**config.mk**
```make
export PLATFORM = sky130hd
export DESIGN_NAME = mac_sequencer
export DESIGN_NICKNAME = d
export VERILOG_FILES = /design/src/rtl/mac_sequencer.sv
export SDC_FILE = /design/constraint.sdc
export NUM_CORES = 1
export LEC_CHECK = 0
export ABC_AREA = 1
export BUFFER_PORTS_ARGS = -buffer_cell sky130_fd_sc_hd__buf_2
export CAP_MARGIN = 0
export CORE_ASPECT_RATIO = 1.1
export CORE_MARGIN = 4
export CORE_UTILIZATION = 41
export CTS_CLUSTER_SIZE = 25
export DETAILED_ROUTE_END_ITERATION = 10
export GPL_TIMING_DRIVEN = 0
export HOLD_SLACK_MARGIN = 0.02
export SLEW_MARGIN = 20
export SYNTH_ARGS = -nofsm -noshare
export SYNTH_HDL_FRONTEND = slang
export SYNTH_SLANG_ARGS = --single-unit
```
**constraint.sdc**
```tcl
create_clock -name clk -period 3.5 [get_ports clk]
set_input_delay 0.175 -clock clk [delete_from_list [all_inputs] [get_ports clk]]
set_output_delay 0.175 -clock clk [all_outputs]
set_load 0.05 [all_outputs]
```
**src/rtl/mac_sequencer.sv**
```systemverilog
// mac_sequencer: control FSM that sequences one dot-product element
// C[i][j] = sum_k A[i][k]*B[k][j] on the TP1/TP2/AC datapath.
// Outputs are registered and decoded from the next state, so each state's
// output pattern is present during the cycle that state is occupied.
module mac_sequencer #(
    parameter int unsigned ADDR_W = 8,
    parameter int unsigned DIM_W  = 4
) (
    input  logic              clk,
    input  logic              rst,
    input  logic              start,
    input  logic              abort,
    input  logic [DIM_W-1:0]  dim,
    input  logic [ADDR_W-1:0] a_base,
    input  logic [ADDR_W-1:0] b_base,
    output logic              mem_rd,
    output logic [ADDR_W-1:0] mem_addr,
    input  logic              mem_ready,
    output logic [3:0]        reg_select,
    output logic              ac_clr,
    output logic              busy,
    output logic              done
);

    localparam int unsigned KW    = DIM_W + 1;
    localparam int unsigned SEL_W = 4;

    localparam logic [SEL_W-1:0] SEL_NONE = SEL_W'(0);
    localparam logic [SEL_W-1:0] SEL_TP1  = SEL_W'(1);
    localparam logic [SEL_W-1:0] SEL_TP2  = SEL_W'(2);
    localparam logic [SEL_W-1:0] SEL_AC   = SEL_W'(3);

    typedef enum logic [2:0] {
        S_IDLE   = 3'd0,
        S_CLR    = 3'd1,
        S_RD_A   = 3'd2,
        S_LD_TP1 = 3'd3,
        S_RD_B   = 3'd4,
        S_LD_TP2 = 3'd5,
        S_MAC    = 3'd6,
        S_DONE   = 3'd7
    } state_e;

    state_e              state_q, state_d;
    logic [ADDR_W-1:0]   a_ptr_q, a_ptr_d;
    logic [ADDR_W-1:0]   b_ptr_q, b_ptr_d;
    logic [DIM_W-1:0]    k_q, k_d;
    logic [DIM_W-1:0]    n_q, n_d;
    logic [KW-1:0]       k_inc;

    logic                mem_rd_q, mem_rd_d;
    logic [ADDR_W-1:0]   mem_addr_q, mem_addr_d;
    logic [SEL_W-1:0]    reg_select_q, reg_select_d;
    logic                ac_clr_q, ac_clr_d;
    logic                busy_q, busy_d;
    logic                done_q, done_d;

    // State, loop bookkeeping and output registers
    always_ff @(posedge clk) begin
        if (rst) begin
            state_q      <= S_IDLE;
            a_ptr_q      <= '0;
            b_ptr_q      <= '0;
            k_q          <= '0;
            n_q          <= '0;
            mem_rd_q     <= 1'b0;
            mem_addr_q   <= '0;
            reg_select_q <= SEL_NONE;
            ac_clr_q     <= 1'b0;
            busy_q       <= 1'b0;
            done_q       <= 1'b0;
        end else begin
            state_q      <= state_d;
            a_ptr_q      <= a_ptr_d;
            b_ptr_q      <= b_ptr_d;
            k_q          <= k_d;
            n_q          <= n_d;
            mem_rd_q     <= mem_rd_d;
            mem_addr_q   <= mem_addr_d;
            reg_select_q <= reg_select_d;
            ac_clr_q     <= ac_clr_d;
            busy_q       <= busy_d;
            done_q       <= done_d;
        end
    end

    // Next state, pointer updates and output decode of the next state
    always_comb begin
        state_d = state_q;
        a_ptr_d = a_ptr_q;
        b_ptr_d = b_ptr_q;
        k_d     = k_q;
        n_d     = n_q;
        // one extra bit so k+1 < n holds for n = 2^DIM_W-1
        k_inc   = {1'b0, k_q} + KW'(1);

        case (state_q)
            S_IDLE: begin
                if (start) begin
                    state_d = S_CLR;
                    a_ptr_d = a_base;
                    b_ptr_d = b_base;
                    k_d     = '0;
                    n_d     = dim;
                end
            end
            S_CLR:    state_d = (n_q != '0) ? S_RD_A : S_DONE;
            S_RD_A:   if (mem_ready) state_d = S_LD_TP1;
            S_LD_TP1: state_d = S_RD_B;
            S_RD_B:   if (mem_ready) state_d = S_LD_TP2;
            S_LD_TP2: state_d = S_MAC;
            S_MAC: begin
                a_ptr_d = a_ptr_q + ADDR_W'(1);
                b_ptr_d = b_ptr_q + ADDR_W'(n_q);
                k_d     = k_q + DIM_W'(1);
                state_d = (k_inc < {1'b0, n_q}) ? S_RD_A : S_DONE;
            end
            S_DONE:   state_d = S_IDLE;
            default:  state_d = S_IDLE;
        endcase

        // abort drops any outstanding read and skips done
        if (abort && (state_q != S_IDLE)) begin
            state_d = S_IDLE;
        end

        mem_rd_d     = 1'b0;
        mem_addr_d   = '0;
        reg_select_d = SEL_NONE;
        ac_clr_d     = 1'b0;
        busy_d       = (state_d != S_IDLE);
        done_d       = 1'b0;

        case (state_d)
            S_CLR:    ac_clr_d = 1'b1;
            S_RD_A: begin
                mem_rd_d   = 1'b1;
                mem_addr_d = a_ptr_d;
            end
            S_LD_TP1: reg_select_d = SEL_TP1;
            S_RD_B: begin
                mem_rd_d   = 1'b1;
                mem_addr_d = b_ptr_d;
            end
            S_LD_TP2: reg_select_d = SEL_TP2;
            S_MAC:    reg_select_d = SEL_AC;
            S_DONE:   done_d = 1'b1;
            default:  ;
        endcase
    end

    assign mem_rd     = mem_rd_q;
    assign mem_addr   = mem_addr_q;
    assign reg_select = reg_select_q;
    assign ac_clr     = ac_clr_q;
    assign busy       = busy_q;
    assign done       = done_q;

endmodule

```
==> qor.csv <==
stage,metric,value,unit
outcome,status,finished clean,
routing,DRT Wirelength,5.867,mm
power_and_ir_drop,Sw Pwr,0.001096,W
placement,dpl hpwl,4.524,mm
power_and_ir_drop,Peak supply drop,0.5616,mV
floorplanning,Die ar.,6788,um2
sta,Slew Limit Fails,0,
logic_synthesis,"FF+latch count, synth",41,
routing,DR iter-0 viols,100,
power_and_ir_drop,PD cells,825.3,nW/um2
logic_synthesis,Post-synth EDFFs,0,
logic_synthesis,"Cell Area, Synth",2268,um2
setup_path,Most common cell on crit path,nand2_1,
sta,final setup fails,0,
power_and_ir_drop,overall power,0.002189,W
clocking,Num CTS Buffers,5,
sta,crit share post-route,63.55,%
worst_hold_path,HP Class,in2reg,
final_layout,most frequent cells in the layout,"nand2_1, nand3_1, dfxtp_1, buf_2, inv_1",
clocking,latest clock arrival within the worst-skew pair,0.29,ns
logic_synthesis,synth top area cells,"dfxtp_1, nand2_1, nand3_1",
setup_path,Critical Path RT,3.74,ns
power_and_ir_drop,Flop pwr share,31.5,%
global_routing,first-pass GRT wire length,9.949,mm
logic_synthesis,Synth Flop Type,dfxtp_1,
clocking,CTS tree,done,
sta,slew margin rel.,64.81,%
setup_path,Crit Path Category,reg2reg,
setup_path,CP arrival,2.47,ns
global_routing,total congestion overflow,0,
setup_path,CP Launch Type,register,
clocking,CTS sink cnt,41,
flow_run,# Max-Cap Violations,0,
power_and_ir_drop,Clk network pwr share,15.3,%
sta,RSZ-0062 raised after global routing,false,
power_and_ir_drop,switching part of the total,50.05,%
clocking,cts-stage hold buffer count,0,
sta,fmax,449.6,MHz
setup_path,family with the most delay on the worst path,simple AND/OR/NAND/NOR gates,
routing,average routed wire per standard cell,12.81,um
routing,Routed Antenna Nets,0,
logic_synthesis,yosys warns,0,
clocking,setup bufs post-CTS,0,
setup_path,crit path max fanout,8,
routing,via/cell ratio,4.867,
clocking,Root Driver,clkbuf_8,
floorplanning,Die Width,78.92,um
logic_synthesis,cell taking the most area after synthesis,dfxtp_1,
sta,final hold slack,0.1287,ns
placement,PortBufs,38,
setup_path,max incr delay on CP,0.41,ns
final_layout,share of layout cells above drive strength 1,18.02,%
power_and_ir_drop,combinational power share,53.1,%
final_layout,final antenna diode count,0,
clocking,Clock Tree Buf Depth,2,
sta,Fin. Hold Viols,0,
sta,post-layout min period,2.224,ns
sta,clock skew,0.002268,ns
global_routing,pin count of the biggest net entering global routing,14,
global_routing,GRT Resource Usage Total,18.57,%
sta,Fin Setup TNS,0,ns
floorplanning,initial core utilization,42.32,%
final_layout,"most common cell after layout, fill and taps aside",nand2_1,
logic_synthesis,"Distinct cells, synth",31,
routing,First-pass DRT Iterations,4,
logic_synthesis,Post-Syn Area per Cell,6.751,um2
floorplanning,height of the die,86.01,um
routing,Residual DRC,0,
clocking,Resized Gates After CTS,0,
setup_path,CP max stage cell,dfxtp_1,
floorplanning,# rows,28,
sta,slew at the pin closest to its max-slew limit,0.5279,ns
power_and_ir_drop,Pleak,1.323,nW
setup_path,cells along the critical path,ha_1 > xor2_1 > ha_1 > nand2_1 > a21oi_1 > nor2_1 > nand2_1 > nand2_2 > nand3_2 > o21ai_2 > nand3_1 > nand2_1,
global_routing,initial antenna violation count,0,
floorplanning,I/O pins,41,
setup_path,Worst setup EP type,register,
logic_synthesis,async set or reset register ratio after synthesis,0,%
clocking,H-Tree Level Count,2,
final_layout,Syn-to-layout area delta,16.93,%
logic_synthesis,"Seq/Total Area, Yosys",36.18,%
floorplanning,core area,5360,um2
power_and_ir_drop,Int Pwr,0.001093,W
logic_synthesis,post-synth top area share,36.18,%
setup_path,Worst Path Buf+Inv,0,
logic_synthesis,Cells after Synth,336,
placement,Placer Congestion,0.8522,
routing,Vias,2229,
final_layout,Layout Nets,417,
clocking,clk slew on worst S/H paths,0.08,ns
global_routing,vias in the first global route,2113,
[kinds of logic (layout without fill, tap and decap cells)]
| logic type | count (synthesis) | count (layout) | synth area share [%] |
|---|---|---|---|
| xor gates and xnor gates | 3 | 3 | 1.159 |
| buffers and inverters | 52 | 98 | 9.487 |
| AOI/OAI and AO/OA | 54 | 54 | 12.96 |
| DFF | 41 | 41 | 36.18 |
| adders and majority gates | 10 | 10 | 5.847 |
| other | 1 | 2 | 0.1653 |
| and+or+nand+nor | 175 | 175 | 34.20 |
[layout make-up]
| cell class | instances | area (um2) |
|---|---|---|
| plain buffers | 10 | 57.56 |
| clock buffers | 6 | 82.58 |
| clock inverters | 2 | 13.76 |
| fillers | 569 | 2708 |
| inverters | 42 | 157.7 |
| multi-input cells | 244 | 1236 |
| flip-flops and latches | 41 | 820.8 |
| well taps | 75 | 93.84 |
| repair buffers | 38 | 190.2 |
[flip-flops by register name, summed over array words and instances, names as in the netlist]
name        cells
mem_rd          1
a_ptr_q         8
b_ptr_q         8
reg_select      2
k_q             4
mem_addr        8
done            1
busy            1
ac_clr          1
n_q             4
state_q         3
[through the flow]
step                utilization (%)  setup WS [ns]  cells  area [um2]
CTS                           49.49          1.254    458        2653
finish                        49.49          1.276    458        2653
global route                  49.49         0.9910    458        2653
global placement              47.69          1.293    450        2556
detailed placement            47.69          1.281    450        2556
floorplan                         -          1.619    337        2272
[synthesized netlist by cell type, types with 3 or more instances]
master and number:
nor2_1 21, clkbuf_1 4, o21ai_0 20, nand3_1 47, a31oi_1 3, inv_1 36
nand2_1 88, inv_2 5, buf_4 5, nand4_1 4, nand2_2 4, dfxtp_1 41
ha_1 9, nand3b_1 3, a21oi_1 24, o21ai_1 3
[path summary, 6_finish.rpt]
check	start	to	slack [ns]	depth (start not counted)
max	k_q[0]$_SDFFE_PP0P_	mem_addr[1]$_SDFF_PP0_	1.28	12
min reg2reg	k_q[1]$_SDFFE_PP0P_	k_q[1]$_SDFFE_PP0P_	0.49	2
max reg2reg	k_q[0]$_SDFFE_PP0P_	mem_addr[1]$_SDFF_PP0_	1.28	12
min	dim[0]	n_q[0]$_SDFFE_PP0P_	0.13	3
[power by group through the flow]
| stage | combinational, W | clock (W) | sequential, W |
|---|---|---|---|
| 6_report | 0.00116 | 0.000336 | 0.000690 |
| 5_1_grt | 0.00130 | 0.000367 | 0.000706 |
| 4_1_cts | 0.00116 | 0.000345 | 0.000688 |
| 3_5_place_dp | 0.00116 | 0 | 0.000698 |
| 3_3_place_gp | 0.00116 | 0 | 0.000698 |
| 2_1_floorplan | 0.000742 | 0 | 0.000822 |
[tightest hold or removal path, stage by stage]
cell     delay, ns
buf_2         0.10
nand2_1       0.05
a21oi_1       0.05
[metal layers]
layer / vias up / global-route usage, % / share of wire (%)
met2: 62 / 29.96 / 45
met5: - / 0 / 0
met1: 973 / 24.79 / 47
met3: 10 / 3.571 / 5.4
li1: 1184 / - / -
met4: 0 / 6.563 / 1.9
(Power assumes the default switching activity.)
